<file path="src/rtl/nibble_mem_arbiter.sv">
// rtl/nibble_mem_arbiter.sv - CPU/program-loader arbiter onto one single-port synchronous memory
// CPU has priority unless the loader has waited MAXWAIT cycles; read data returns one cycle after grant.
module nibble_mem_arbiter #(
    parameter int WIDTH    = 4,
    parameter int ADDRSIZE = 8,
    parameter int MAXWAIT  = 4
) (
    input  logic                clk,
    input  logic                reset,
    input  logic                cpu_req,
    input  logic                cpu_we,
    input  logic [ADDRSIZE-1:0] cpu_addr,
    input  logic [WIDTH-1:0]    cpu_wdata,
    output logic                cpu_gnt,
    output logic                cpu_rvalid,
    output logic [WIDTH-1:0]    cpu_rdata,
    input  logic                ldr_req,
    input  logic                ldr_we,
    input  logic [ADDRSIZE-1:0] ldr_addr,
    input  logic [WIDTH-1:0]    ldr_wdata,
    output logic                ldr_gnt,
    output logic                ldr_rvalid,
    output logic [WIDTH-1:0]    ldr_rdata,
    output logic                mem_en,
    output logic                mem_we,
    output logic [ADDRSIZE-1:0] mem_addr,
    output logic [WIDTH-1:0]    mem_wdata,
    input  logic [WIDTH-1:0]    mem_rdata,
    output logic [3:0]          wait_cnt
);

    typedef enum logic [1:0] {OWN_NONE, OWN_CPU, OWN_LDR} owner_t;

    owner_t     owner_q, owner_d;
    logic [3:0] wait_cnt_q, wait_cnt_d;
    logic       ldr_starved;

    always_comb begin
        ldr_starved = (wait_cnt_q >= 4'(MAXWAIT)) && ldr_req;
        cpu_gnt     = reset && cpu_req && !ldr_starved;
        ldr_gnt     = reset && ldr_req && (ldr_starved || !cpu_req);
        mem_en      = cpu_gnt || ldr_gnt;
        mem_we      = 1'b0;
        mem_addr    = '0;
        mem_wdata   = '0;
        if (cpu_gnt) begin
            mem_we    = cpu_we;
            mem_addr  = cpu_addr;
            mem_wdata = cpu_wdata;
        end else if (ldr_gnt) begin
            mem_we    = ldr_we;
            mem_addr  = ldr_addr;
            mem_wdata = ldr_wdata;
        end
    end

    always_comb begin
        owner_d = OWN_NONE;
        if (cpu_gnt && !cpu_we) begin
            owner_d = OWN_CPU;
        end else if (ldr_gnt && !ldr_we) begin
            owner_d = OWN_LDR;
        end
        wait_cnt_d = wait_cnt_q;
        if (ldr_gnt) begin
            wait_cnt_d = 4'd0;
        end else if (ldr_req && wait_cnt_q != 4'hF) begin
            wait_cnt_d = wait_cnt_q + 4'd1;
        end
    end

    always_ff @(posedge clk) begin
        if (!reset) begin
            owner_q    <= OWN_NONE;
            wait_cnt_q <= 4'd0;
        end else begin
            owner_q    <= owner_d;
            wait_cnt_q <= wait_cnt_d;
        end
    end

    // Returns are also masked while reset is held so a read in flight at reset never surfaces.
    always_comb begin
        cpu_rvalid = reset && (owner_q == OWN_CPU);
        ldr_rvalid = reset && (owner_q == OWN_LDR);
        cpu_rdata  = cpu_rvalid ? mem_rdata : '0;
        ldr_rdata  = ldr_rvalid ? mem_rdata : '0;
        wait_cnt   = wait_cnt_q;
    end

endmodule
</file>
<file path="config.mk">
export PLATFORM = sky130hd
export DESIGN_NAME = nibble_mem_arbiter
export DESIGN_NICKNAME = d
export VERILOG_FILES = /design/src/rtl/nibble_mem_arbiter.sv
export SDC_FILE = /design/constraint.sdc
export NUM_CORES = 1
export LEC_CHECK = 0
export ABC_CLOCK_PERIOD_IN_PS = 3600
export CAP_MARGIN = 20
export CORE_MARGIN = 10
export CORE_UTILIZATION = 26
export CTS_CLUSTER_SIZE = 24
export DETAILED_ROUTE_END_ITERATION = 10
export GPL_TIMING_DRIVEN = 1
export PLACE_DENSITY = 0.94
export SYNTH_ARGS = -nofsm -noshare
export SYNTH_HDL_FRONTEND = slang
export SYNTH_SLANG_ARGS = --single-unit
</file>
<file path="constraint.sdc">
create_clock -name clk -period 3.6 [get_ports clk]
set_clock_uncertainty 0.2 [all_clocks]
set_input_delay 0.72 -clock clk [delete_from_list [all_inputs] [get_ports clk]]
set_output_delay 0.72 -clock clk [all_outputs]
set_load 0.05 [all_outputs]
</file>
==> run_results.csv <==
group,metric,value,unit
sta,slew_headroom,58.9,%
floorplan,die_y,63.1,µm
clocking,htree_levels,1,
clocking,cts_resized,0,
grt,grt_max_degree,16,
layout,synthToLayoutAreaGrowth,182,%
synth,syn_avg_cell_area,8.78,µm²
routing,vias,733,
clocking,hold_buffers,0,
synth,synthCells,55,
placed_design,dp_slack,301,ps
worst_setup_path,rr_startpoint,"wait_cnt[2]",
floorplan,core_area,1750,µm²
grt,grt_pass1_vias,824,
layout,fill_cells,107,
hold_path,hold_path.class,"register to register",
routing,drt-total-wl,2650,µm
synth,ys_ff_latch,6,
placed_design,place_area,1340,µm²
layout,post-route-util,78.0,%
power_and_ir_drop,clock_power_share,20.2,%
sta,tns,0,ps
power_and_ir_drop,p_per_area,226,nW/µm²
clocking,ctsRootBufferMaster,"clkbuf_4",
worst_setup_path,crit_fanout,15,
sta,post-route-period-util,91.3,%
routing,drtAntennaViolNets,0,
sta,grt_setup_unrepaired,"no",
synth,synthArstFlopShare,0,%
clocking,cts_buffer_depth,2,
worst_setup_path,crit_path_end_kind,"output port",
synth,synth_cell_types,26,
hold_path,hp-start,"wait_cnt[0]",
clocking,insertion_delay,240,ps
worst_setup_path,start_kind,"primary input",
placed_design,place_hpwl,2360,µm
grt,overflow,0,
synth,syn_area,483,µm²
sta,worst_slew_pin_slew,614,ps
synth,ys_seq_area_share,24.9,%
worst_setup_path,cpPeakStageDelay,580,ps
floorplan,die_x,63.1,µm
power_and_ir_drop,internal_power,0.197,mW
power_and_ir_drop,peakVddDrop,151,µV
clocking,cts_sinks,6,
routing,wl_per_cell,18.0,µm
sta,drv_slew,0,
sta,whs,344,ps
floorplan,die_area,3980,µm²
clocking,post-cts-setup-buffers,0,
worst_setup_path,arrival,2370,ps
floorplan,io_pins,64,
routing,dr.pass1.iters,4,
synth,synth_top_area_cell,"dfxtp_1",
sta,period_needed,3290,ps
power_and_ir_drop,pwr-share-comb,56.6,%
clocking,clkTransAtPathRegs,40,ps
routing,drc_errors,0,
sta,setup-violations-final,0,
grt,grt_pass1_wl,4240,µm
clocking,cts_inserted_buffers,3,
placed_design,finalWeightedCongestion,0.835,
outcome,status,"completed",
floorplan,start_util,27.7,%
placed_design,io_buffers,63,
worst_setup_path,cp-startpoint,"ldr_req",
worst_setup_path,crit_slowest_cell,"clkdlybuf4s50_1",
synth,synth_area_leaders,"dfxtp_1 (25%), a22o_2 (17%), and2_1 (10%)",
routing,via_per_inst,4.99,
clocking,cts_tree,"yes",
layout,layout-drive-gt1-share,36.1,%
synth,synth_top_cell_area_share,24.9,%
synth,synth_common_cells,"a22o_2 (8), and2_1 (8), dfxtp_1 (6)",
worst_setup_path,required,2680,ps
synth,synth_top_flop_cell,"dfxtp_1",
floorplan,rows,15,
layout,fin_area,1360,µm²
power_and_ir_drop,swShare,35.9,%
grt,antenna_found_initial,0,
sta,hold_viol_final,0,
power_and_ir_drop,power_leakage,0.564,nW
synth,yosys_warnings,0,
synth,synth-edff-count,0,
worst_setup_path,worstSetupPathType,"primary input to output port",
synth,synthesis.nets,90,
power_and_ir_drop,pwr-share-seq,23.2,%
flow_run,maxCapViolCount,0,
layout,fin_nets,159,
sta,max_freq,304,MHz
routing,drtIter0Drc,6,
worst_setup_path,path_cells,"clkdlybuf4s50_1 -> inv_2 -> a211oi_4 -> a22o_1 -> buf_12",
sta,setup_slack,314,ps
power_and_ir_drop,p_switching,0.110,mW
grt,track_usage,13.4,%
layout,antenna_cells,0,
==> flip-flops by register name, summed over array words and instances (netlist names) <==
name,cells
owner_q,2
wait_cnt,4
==> cells in the final DEF (no fill, tap or decap) <==
cell type        count
and3_2               1
dfxtp_1              6
a2111oi_0            1
ha_1                 1
nand4_1              1
and2b_1              1
buf_12              20
nor2_1               3
nand2_1              1
nor3_1               2
inv_2                2
and2_1               8
clkdlybuf4s50_1     38
a22o_1               5
a211oi_4             1
nor2b_1              1
a21oi_1              1
or3_1                1
nor2_2               1
o21ai_0              2
nor3b_1              1
a211oi_1             2
clkbuf_4             3
inv_1                1
o211a_1              1
nand3b_1             1
a22o_2               8
buf_4                8
==> per-layer routing <==
| layer | track usage (%) | vias to the layer above | wire (µm) | share of wire, % |
|---|---|---|---|---|
| li1 | - | 343 | - | - |
| met1 | 12.1 | 336 | 871 | 33 |
| met2 | 24.2 | 47 | 1390 | 53 |
| met3 | 5.83 | 7 | 302 | 11 |
| met4 | 7.82 | 0 | 82 | 3.1 |
| met5 | 0 | - | 0 | 0 |
==> area by class of cell <==
class                      count  area, µm²  share of cell area, %
clock buffer                   3       22.5                   1.65
inverter                       3       11.3                  0.827
multi-input combinational     44        335                   24.6
sequential                     6        120                   8.82
tap                           25       31.3                   2.30
timing repair buffer          66        841                   61.8
==> final timing paths <==
| path | endpoint | slack, ps | cells after the start |
|---|---|---|---|
| min reg2reg | wait_cnt[0] | 340 | 2 |
| max reg2reg | owner_q[1] | 1860 | 4 |
| min | wait_cnt[0] | 340 | 2 |
| max | mem_wdata[0] | 310 | 5 |
==> critical path, delay by kind of cell <==
family | cells | cell delay (ps)
AOI/OAI and AO/OA | 2 | 810
buffers and inverters | 3 | 830
==> metrics by stage <==
stage | instances | power, mW
finish | 147 | 0.308
global route | 147 | 0.322
CTS | 147 | 0.312
detailed placement | 144 | 0.248
global placement | 144 | 0.243
floorplan | 55 | 0.146
==> power groups by stage <==
stage | clock network (mW) | registers (mW) | logic, mW
2_1_floorplan | 0 | 0.0772 | 0.0688
3_3_place_gp | 0 | 0.0721 | 0.171
3_5_place_dp | 0 | 0.0725 | 0.176
4_1_cts | 0.0643 | 0.0714 | 0.176
5_1_grt | 0.0688 | 0.0718 | 0.181
6_report | 0.0623 | 0.0714 | 0.174
==> logic make-up (layout without fill, tap and decap cells) <==
| group | after synthesis | count (layout) | synth area share [%] |
|---|---|---|---|
| AO/OA/AOI/OAI | 21 | 21 | 39.9 |
| flip-flops | 6 | 6 | 24.9 |
| AND/OR/NAND/NOR | 22 | 22 | 26.9 |
| adder cells (fa/ha/maj) | 1 | 1 | 2.59 |
| buffers and inverters | 5 | 72 | 5.70 |
Note: power is estimated with default switching activity, not from simulation.
==> RTL edit, RTL diff (same flow settings) <==
`WIDTH`: 4 -> 6.
--- a/src/rtl/nibble_mem_arbiter.sv
+++ b/src/rtl/nibble_mem_arbiter.sv
@@ -3,3 +3,3 @@
 module nibble_mem_arbiter #(
-    parameter int WIDTH    = 4,
+    parameter int WIDTH    = 6,
     parameter int ADDRSIZE = 8,
Ports: changed (6 resized); port bits go from 64 to 76. No check against the original RTL was run, so the function may have changed too.
==> RTL edit against the original RTL <==
- routed wire length up 22%
- sequential cell count unchanged
- combinational power up 13%
- synthesized cell count up 15%
- cell area up 12%
- power up 8.1%
- area after synthesis up 7.5%
- fmax down 1.3%
- count of clock-buffer cells in the layout unchanged
- hold slack worse by 0.0025 ns
- worst setup slack worse by 0.043 ns
- critical endpoint is now mem_addr[3]
==> RTL edit: results (changes against the original RTL) <==
stage,metric,value,unit,change
placement,DP HPWL,2890,um,+23%
global_route,met2 global-route usage,0.282,,+0.0396
global_route,met3 Use GR,0.0876,,+0.0293
global_route,largest net degree at the start of global routing,18,,+2
logic_synthesis,XOR/XNOR share of the synthesized area,0,,unchanged
status,status,"finished, final reports clean",,
logic_synthesis,most frequent cells after synthesis,"15 x a22o_1, 12 x and2_1, 6 x dfxtp_1",,
placement,GP Congestion,0.758,,-9.2%
logic_synthesis,Compound-Gate Fraction of Synth Area,0.371,,-0.0279
finish,Final Net Count,182,,+14%
power,Internal Power,0.000207,W,+5.0%
logic_synthesis,post-synth cell types,23,,-12%
power,Worst VDD drop,158,uV,+4.1%
clock_network,total CTS buffers,3,,unchanged
detailed_routing,DRT iter0 DRCs,21,,+15
detailed_routing,Via Count,839,,+14%
sta,Max-slew headroom,0.618,,+0.0283
logic_synthesis,register area share after synthesis,0.231,,-0.0174
finish,share of post-route cells with drive strength above 1,0.288,,-0.0729
global_route,first-pass GRT wire length,4880,um,+15%
worst_setup_path,critical path's largest stage delay,0.56,ns,-0.02 ns
placement,DP Worst Slack,0.300,ns,-0.00111 ns
placement,placed insts,163,,+13%
global_route,gr usage total,0.150,,+0.0161
power,P_leak,0.634,nW,+12%
logic_synthesis,adder and majority gate portion of the synthesized area,0.0241,,-0.00181
finish,Non-Filler Instances,166,,+13%
detailed_routing,wire per inst,19.4,um,+7.7%
worst_setup_path,CP arrival,2.41,ns,+0.04 ns
worst_setup_path,worst-path fanout max,9,,-6
logic_synthesis,Syn Nets,104,,+16%
clock_network,post-CTS setup repair buffer count,0,,unchanged
global_route,number of global-route vias before repair,965,,+17%
logic_synthesis,dominant cells by area after synthesis,"a22o_1 25%, dfxtp_1 23%, and2_1 14%, buf_6 4.3%, a211oi_1 2.9%",,
detailed_routing,DRT Pass-1 Iters,6,,+2
-- RTL edit: worst reg2reg max path: stages (launching register included) --
cell and delay (ns):
dfxtp_1 0.35, ha_1 0.25, and3_1 0.22, or3_1 0.33, a211oi_1 0.25
-- RTL edit: path summary, 6_finish.rpt --
check / start / to / cells after the start / slack [ns]
worst max-delay path: ldr_req / mem_addr[3] / 6 / 0.27
worst min-delay path: wait_cnt[3] / wait_cnt[3] / 2 / 0.34
worst min register to register: wait_cnt[3] / wait_cnt[3] / 2 / 0.34
worst max register to register: wait_cnt[0] / wait_cnt[0] / 4 / 1.92
-- RTL edit: power by group through the flow --
stage | clock network (W) | registers [W] | logic, W
detailed placement | 0 | 0.0000726 | 0.000197
global route | 0.0000679 | 0.0000716 | 0.000204
floorplan | 0 | 0.0000773 | 0.0000781
finish | 0.0000656 | 0.0000714 | 0.000196
CTS | 0.0000658 | 0.0000713 | 0.000197
global placement | 0 | 0.0000722 | 0.000192
-- RTL edit: layer usage --
layer	wire [um]	vias up
met1	1030	384
li1	-	390
met4	70	0
met2	1690	58
met3	428	7
met5	0	-
-- RTL edit: cell type report --
cell class	count	area (um^2)
multi-input cells	50	360
fillers	133	400
inverters	3	11.3
well taps	27	33.8
clock buffers	3	22.5
flip-flops and latches	6	120
repair buffers	77	973
-- RTL edit: logic make-up after synthesis --
logic type,after synthesis
adder cells (fa/ha/maj),1
AND/OR/NAND/NOR,26
flip-flops,6
AO/OA/AOI/OAI,23
buffers and inverters,7
-- RTL edit: stage by stage --
stage	util	cell area, um^2
after floorplan	-	524
after global placement	0.780	1500
after detailed placement	0.780	1500
after CTS	0.792	1520
after global routing	0.792	1520
final	0.792	1520
